**src/rtl/sfp_tx_fifo_pkg.sv**
```systemverilog
// Shared SFP constants and types used by the TX-path stream FIFOs.
package sfp_tx_fifo_pkg;

    localparam int SFP_DATA_WIDTH       = 64;
    localparam int SFP_PEER_FIFO_DEPTH  = 64;
    // Local path must absorb at least 9 periodic status words per period.
    localparam int SFP_LOCAL_FIFO_DEPTH = 64;
    localparam int SFP_OVF_WIDTH        = 16;

    typedef logic [SFP_DATA_WIDTH-1:0] sfp_word_t;

endpackage

```
**src/rtl/sfp_tx_fifo_if.sv**
```systemverilog
// AXI-Stream style handshake bundle; master drives data/valid, slave drives ready.
interface sfp_tx_fifo_if
    import sfp_tx_fifo_pkg::*;
#(
    parameter int DATA_WIDTH = SFP_DATA_WIDTH
);
    logic [DATA_WIDTH-1:0] tdata;
    logic                  tvalid;
    logic                  tready;

    modport master (
        output tdata,
        output tvalid,
        input  tready
    );

    modport slave (
        input  tdata,
        input  tvalid,
        output tready
    );

endinterface

```
**src/rtl/sfp_tx_fifo.sv**
```systemverilog
// First-word-fall-through stream FIFO feeding the SFP handler transmit arbiter,
// with occupancy reporting and saturating overflow bookkeeping.
module sfp_tx_fifo
    import sfp_tx_fifo_pkg::*;
#(
    parameter int DATA_WIDTH = SFP_DATA_WIDTH,
    parameter int DEPTH      = SFP_PEER_FIFO_DEPTH,
    parameter int OVF_WIDTH  = SFP_OVF_WIDTH
)(
    input  logic                 i_clk,
    input  logic                 i_rst,
    input  logic                 i_flush,
    input  logic                 i_ovf_clr,
    sfp_tx_fifo_if.slave         s_axis,
    sfp_tx_fifo_if.master        m_axis,
    output logic [31:0]          o_wr_data_cnt,
    output logic                 o_full,
    output logic                 o_empty,
    output logic [OVF_WIDTH-1:0] o_ovf_cnt,
    output logic                 o_ovf_flag
);

    localparam int ADDR_W = $clog2(DEPTH);

    localparam logic [ADDR_W:0]    PTR_ONE   = (ADDR_W+1)'(1);
    localparam logic [ADDR_W:0]    CNT_DEPTH = (ADDR_W+1)'(DEPTH);
    localparam logic [OVF_WIDTH-1:0] OVF_ONE = OVF_WIDTH'(1);

    function automatic logic [OVF_WIDTH-1:0] ovf_sat_inc(input logic [OVF_WIDTH-1:0] v);
        if (&v)
            return v;
        return v + OVF_ONE;
    endfunction

    logic [DATA_WIDTH-1:0] mem [DEPTH];

    logic [ADDR_W:0] wr_ptr_q;
    logic [ADDR_W:0] rd_ptr_q;
    logic [ADDR_W:0] count_q;
    logic [ADDR_W:0] count_nxt;
    logic            full_q;
    logic            empty_q;

    logic push;
    logic pop;
    logic drop;

    assign push = s_axis.tvalid && !full_q;
    assign pop  = m_axis.tready && !empty_q;
    assign drop = s_axis.tvalid && full_q && !i_flush;

    assign s_axis.tready = ~full_q;
    assign m_axis.tvalid = ~empty_q;
    assign m_axis.tdata  = mem[rd_ptr_q[ADDR_W-1:0]];

    assign o_full        = full_q;
    assign o_empty       = empty_q;
    assign o_wr_data_cnt = 32'(count_q);

    always_comb begin
        count_nxt = count_q;
        if (push && !pop)
            count_nxt = count_q + PTR_ONE;
        else if (pop && !push)
            count_nxt = count_q - PTR_ONE;
    end

    // Storage is data only: no reset, so it maps onto distributed RAM.
    always_ff @(posedge i_clk) begin
        if (push && !i_flush)
            mem[wr_ptr_q[ADDR_W-1:0]] <= s_axis.tdata;
    end

    always_ff @(posedge i_clk or negedge i_rst) begin
        if (!i_rst) begin
            wr_ptr_q <= '0;
            rd_ptr_q <= '0;
            count_q  <= '0;
            full_q   <= 1'b0;
            empty_q  <= 1'b1;
        end else if (i_flush) begin
            wr_ptr_q <= '0;
            rd_ptr_q <= '0;
            count_q  <= '0;
            full_q   <= 1'b0;
            empty_q  <= 1'b1;
        end else begin
            if (push)
                wr_ptr_q <= wr_ptr_q + PTR_ONE;
            if (pop)
                rd_ptr_q <= rd_ptr_q + PTR_ONE;
            count_q <= count_nxt;
            full_q  <= (count_nxt == CNT_DEPTH);
            empty_q <= (count_nxt == '0);
        end
    end

    // Clear wins over a same-cycle drop; flush leaves the overflow history alone.
    always_ff @(posedge i_clk or negedge i_rst) begin
        if (!i_rst) begin
            o_ovf_cnt  <= '0;
            o_ovf_flag <= 1'b0;
        end else if (i_ovf_clr) begin
            o_ovf_cnt  <= '0;
            o_ovf_flag <= 1'b0;
        end else if (drop) begin
            o_ovf_cnt  <= ovf_sat_inc(o_ovf_cnt);
            o_ovf_flag <= 1'b1;
        end
    end

endmodule

```
**src/flat_wrapper.sv**
```systemverilog
// flat-port wrapper written by rule: the top's interface ports become plain ports
module sfp_tx_fifo_flat import sfp_tx_fifo_pkg::*;
#(
    parameter int DATA_WIDTH = SFP_DATA_WIDTH,
    parameter int DEPTH      = SFP_PEER_FIFO_DEPTH,
    parameter int OVF_WIDTH  = SFP_OVF_WIDTH
)
  (i_clk, i_rst, i_flush, i_ovf_clr, o_wr_data_cnt, o_full, o_empty, o_ovf_cnt, o_ovf_flag, s_axis_tdata, s_axis_tvalid, s_axis_tready, m_axis_tdata, m_axis_tvalid, m_axis_tready);
  sfp_tx_fifo_if #(.DATA_WIDTH(DATA_WIDTH)) s_axis_i ();
  sfp_tx_fifo_if #(.DATA_WIDTH(DATA_WIDTH)) m_axis_i ();
  input  logic i_clk;
  input  logic i_rst;
  input  logic i_flush;
  input  logic i_ovf_clr;
  output logic [31:0] o_wr_data_cnt;
  output logic o_full;
  output logic o_empty;
  output logic [OVF_WIDTH-1:0] o_ovf_cnt;
  output logic o_ovf_flag;
  input wire logic [$bits(s_axis_i.tdata)-1:0] s_axis_tdata;
  input wire logic [$bits(s_axis_i.tvalid)-1:0] s_axis_tvalid;
  output wire logic [$bits(s_axis_i.tready)-1:0] s_axis_tready;
  output wire logic [$bits(m_axis_i.tdata)-1:0] m_axis_tdata;
  output wire logic [$bits(m_axis_i.tvalid)-1:0] m_axis_tvalid;
  input wire logic [$bits(m_axis_i.tready)-1:0] m_axis_tready;
  assign s_axis_i.tdata = s_axis_tdata;
  assign s_axis_i.tvalid = s_axis_tvalid;
  assign s_axis_tready = s_axis_i.tready;
  assign m_axis_tdata = m_axis_i.tdata;
  assign m_axis_tvalid = m_axis_i.tvalid;
  assign m_axis_i.tready = m_axis_tready;
  sfp_tx_fifo #(.DATA_WIDTH(DATA_WIDTH), .DEPTH(DEPTH), .OVF_WIDTH(OVF_WIDTH)) u_core (.i_clk(i_clk), .i_rst(i_rst), .i_flush(i_flush), .i_ovf_clr(i_ovf_clr), .s_axis(s_axis_i), .m_axis(m_axis_i), .o_wr_data_cnt(o_wr_data_cnt), .o_full(o_full), .o_empty(o_empty), .o_ovf_cnt(o_ovf_cnt), .o_ovf_flag(o_ovf_flag));
endmodule
```
**config.mk**
```make
export PLATFORM = sky130hd
export DESIGN_NAME = sfp_tx_fifo_flat
export DESIGN_NICKNAME = d
export VERILOG_FILES = /design/src/rtl/sfp_tx_fifo_pkg.sv /design/src/rtl/sfp_tx_fifo_if.sv /design/src/rtl/sfp_tx_fifo.sv /design/src/flat_wrapper.sv
export SDC_FILE = /design/constraint.sdc
export NUM_CORES = 2
export LEC_CHECK = 0
export CAP_MARGIN = 10
export CORE_MARGIN = 4
export CORE_UTILIZATION = 53
export DETAILED_ROUTE_END_ITERATION = 10
export PLACE_DENSITY = 0.69
export SLEW_MARGIN = 20
export SYNTH_ARGS = -nofsm -noshare
export SYNTH_HDL_FRONTEND = slang
export SYNTH_SLANG_ARGS = --single-unit
```
**constraint.sdc**
```tcl
create_clock -name i_clk -period 7.3 [get_ports i_clk]
set_input_delay 1.825 -clock i_clk [delete_from_list [all_inputs] [get_ports i_clk]]
set_output_delay 1.825 -clock i_clk [all_outputs]
set_load 0.1 [all_outputs]
```
==> reports/qor.log <==
qor: floorplanning.effective_utilization_at_floorplan 53.4%
qor: setup_path.cell_at_the_slowest_stage_of_the_critical_path sky130_fd_sc_hd__dfrtp_4
qor: sta.final-max-slew-violation-count 0
qor: synthesis.synth.yosys.seq_area_share 78.0%
qor: routing.antenna_left 0
qor: run.cap_violations 0
qor: setup_path.required 5.48 ns
qor: grt.grt_antenna_before_repair 21
qor: place.detailed_place_hpwl 227000 um
qor: synthesis.synthTopCellsByArea sky130_fd_sc_hd__edfxtp_1, sky130_fd_sc_hd__mux4_2, sky130_fd_sc_hd__mux2i_1
qor: cts.cts.reportedPaths.clkPinSlew 0.07 ns
qor: final_layout.num-nets-final 7609
qor: routing.drt-wirelength-per-cell 36.8 um
qor: sta.period_minus_slack 6.94 ns
qor: floorplanning.core 298000 um2
qor: grt.number_of_global_route_vias_before_repair 78.7k
qor: routing.first_drt_pass_iteration_count 6
qor: synthesis.ys_dominant_reg_cell sky130_fd_sc_hd__edfxtp_1
qor: synthesis.synth_enable_flop_cells 4096
qor: final_layout.layout_area_growth_over_synthesis 13.1%
qor: power.power_density 281 nW/um2
qor: routing.wl 435000 um
qor: cts.cts.path.max_buffers 4
qor: setup_path.worst_setup_path_end_kind output port
qor: cts.cts_sinks 4134
qor: cts.cts-buffers-inserted 409
qor: setup_path.critPathLaunchType flip-flop
qor: grt.grt_usage 27.9%
qor: floorplanning.die_width 555 um
qor: cts.clkLatencyLatePin 0.97 ns
qor: final_layout.post_route_cells_drive_above_1_share 24.4%
qor: setup_path.timing.critical_path.buf_inv 3
qor: grt.grt.overflow.total 0
qor: cts.cts_hold_buffers 0
qor: routing.drc_violation_count_after_routing 0
qor: sta.maxClockFrequency 0.144 GHz
qor: run_status.run_status finished, final reports clean
qor: setup_path.critical_path_peak_fanout 45
qor: routing.dr_total_vias 80.3k
qor: setup_path.worst-endpoint-arrival 5.11 ns
qor: place.number_of_i_o_port_buffers 161
qor: synthesis.synth-async-reset-ratio 0.919%
qor: grt.pin_count_of_the_biggest_net_entering_global_routing 122
qor: synthesis.syn-instance-count 7116
qor: synthesis.yosysUniqueCellTypes 65
qor: cts.root_buffer sky130_fd_sc_hd__clkbuf_16
qor: sta.grt_setup_unrepaired false
qor: synthesis.ys_ff_latch 4134
qor: sta.worst_pin_slew 1.20 ns
qor: routing.detail_route.iter0.violations 12.8k
qor: sta.final.period_utilization 95.0%
qor: synthesis.ys_warn_count 0
qor: synthesis.synth.largest_area_cell sky130_fd_sc_hd__edfxtp_1
qor: sta.slew_headroom 19.9%
qor: place.gp_weighted_congestion 0.812
qor: cts.depth_of_the_cts_h_tree 5
qor: routing.avgViaCountPerCell 6.80
qor: setup_path.max_stage_delay 1.03 ns
qor: power.leakage 0.0538 uW
qor: setup_path.critPathTopFamily simple AND/OR/NAND/NOR gates
qor: hold_path.hold_path.class reg -> reg
qor: floorplanning.die_area 309000 um2
qor: cts.cts_resized 0
qor: sta.final.setup_skew 0.0661 ns
qor: floorplanning.y_dimension_of_the_die 555 um
qor: cts.tritoncts yes
qor: floorplanning.core.rowCount 200
qor: sta.finalHoldViolations 0
qor: synthesis.netlist_top_cells_count sky130_fd_sc_hd__edfxtp_1, sky130_fd_sc_hd__mux4_2, sky130_fd_sc_hd__mux2i_1, sky130_fd_sc_hd__nor2_1, sky130_fd_sc_hd__o22ai_1
qor: cts.post-cts-setup-buffers 0
qor: floorplanning.io-pin-count 187
qor: grt.first_pass_grt_wire_length 608000 um
qor: power.peakVddDrop 234 uV
qor: setup_path.critical_path.cell_chain nand3_4, buf_4, o22ai_1, a211oi_1, a22o_1, nor4_1, buf_4, buf_12
qor: synthesis.synth_area 159000 um2
qor: synthesis.synth_most_common_cell sky130_fd_sc_hd__edfxtp_1
qor: sta.finalSetupViolCount 0
qor: synthesis.average_cell_area_after_synthesis 22.3 um2
qor: synthesis.share_of_the_synthesized_area_in_the_top_cell_type 77.4%
qor: setup_path.timing.setup.critical_path_class reg -> out
qor: sta.setup_total_negative_slack 0 ns
qor: final_layout.utilization 60.4%
qor: setup_path.cp_common_cell sky130_fd_sc_hd__buf_4
==> power breakdown <==
| part | internal [uW] | switching (uW) | total, uW |
|---|---|---|---|
| Combinational | 1470 | 2210 | 3680 |
| Sequential | 26100 | 44.6 | 26200 |
| Clock | 11700 | 8960 | 20700 |
| Total | 39300 | 11200 | 50600 |
==> worst paths after layout <==
check                                   startpoint                    to  slack, ns  depth (start not counted)
worst max register to register       u_core.o_full     u_core.mem[6][29]       3.26                          5
worst max-delay path            u_core.rd_ptr_q[3]      m_axis_tdata[48]       0.36                          8
worst min register to register   u_core.o_ovf_flag     u_core.o_ovf_flag       0.51                          2
worst min-delay path             u_core.o_ovf_flag     u_core.o_ovf_flag       0.51                          2
max in group asynchronous                    i_rst    u_core.rd_ptr_q[1]       5.88                          1
min in group asynchronous                    i_rst  u_core.o_ovf_cnt[10]       0.89                          1
==> cell families (layout without fill, tap and decap cells) <==
group                    Yosys count  after routing  share of synthesized area [%]
multiplexers                    1493           1493                           16.1
XOR/XNOR                          25             25                          0.138
AND/OR/NAND/NOR                  381            381                           1.10
flip-flops                      4134           4134                           78.0
adder cells (fa/ha/maj)            5              5                         0.0394
AO/OA/AOI/OAI                    634            634                           2.91
other                              1             37                        0.00236
buffers and inverters            443           1170                           1.64
==> cells in the final DEF, fill, tap and decap left out, drive strengths merged, types with 45 or more instances in the layout <==
master / instances
edfxtp: 4096
mux4: 852
mux2i: 618
clkbuf: 491
buf: 384
nor2: 207
clkinv: 192
o22ai: 125
a2111oi: 82
o21ai: 70
a21oi: 64
o221ai: 56
a211oi: 45
nand2: 45
==> registers in the layout (all words and copies together), names as in the netlist <==
register           count
u_core.rd_ptr_q        6
u_core.count_q         7
u_core.o_ovf_flag      1
u_core.o_ovf_cnt      16
u_core.o_full          1
u_core.wr_ptr_q        6
u_core.o_empty         1
u_core.mem          4096
==> cell type report <==
class,instances,area (um2)
sequential,4134,124000
clock inverter,253,2610
timing repair buffer,417,4500
fill,20100,118000
multi-input combinational,2563,32900
clock buffer,491,10600
antenna,12,30.0
tap,3939,4930
inverter,9,35.0
==> layer usage <==
layer | share of wire (%) | global-route usage [%]
met1 | 38 | 40.8
met2 | 47 | 43.1
met3 | 11 | 5.30
met4 | 3.5 | 9.20
met5 | 0.0048 | 0
==> per-stage QoR <==
stage / cells / cell area (um2) / total power (uW) / setup WS (ns) / hold slack (ns)
5_1_grt: 11800 / 180000 / 52000 / 0.316 / 0.568
3_5_place_dp: 11100 / 166000 / 30400 / 1.36 / 0.504
6_report: 11800 / 180000 / 50600 / 0.363 / 0.514
3_3_place_gp: 11100 / 166000 / 30300 / 1.31 / 0.491
4_1_cts: 11800 / 179000 / 50800 / 0.353 / 0.518
2_1_floorplan: 7140 / 159000 / 29400 / 0.894 / 0.569
==> tightest hold or removal path: cells and delay by family (launching register included) <==
family           cells  cell delay, ns
DFF                  1            0.35
and+or+nand+nor      2            0.12
No activity file was read; power rests on OpenSTA's default activity.
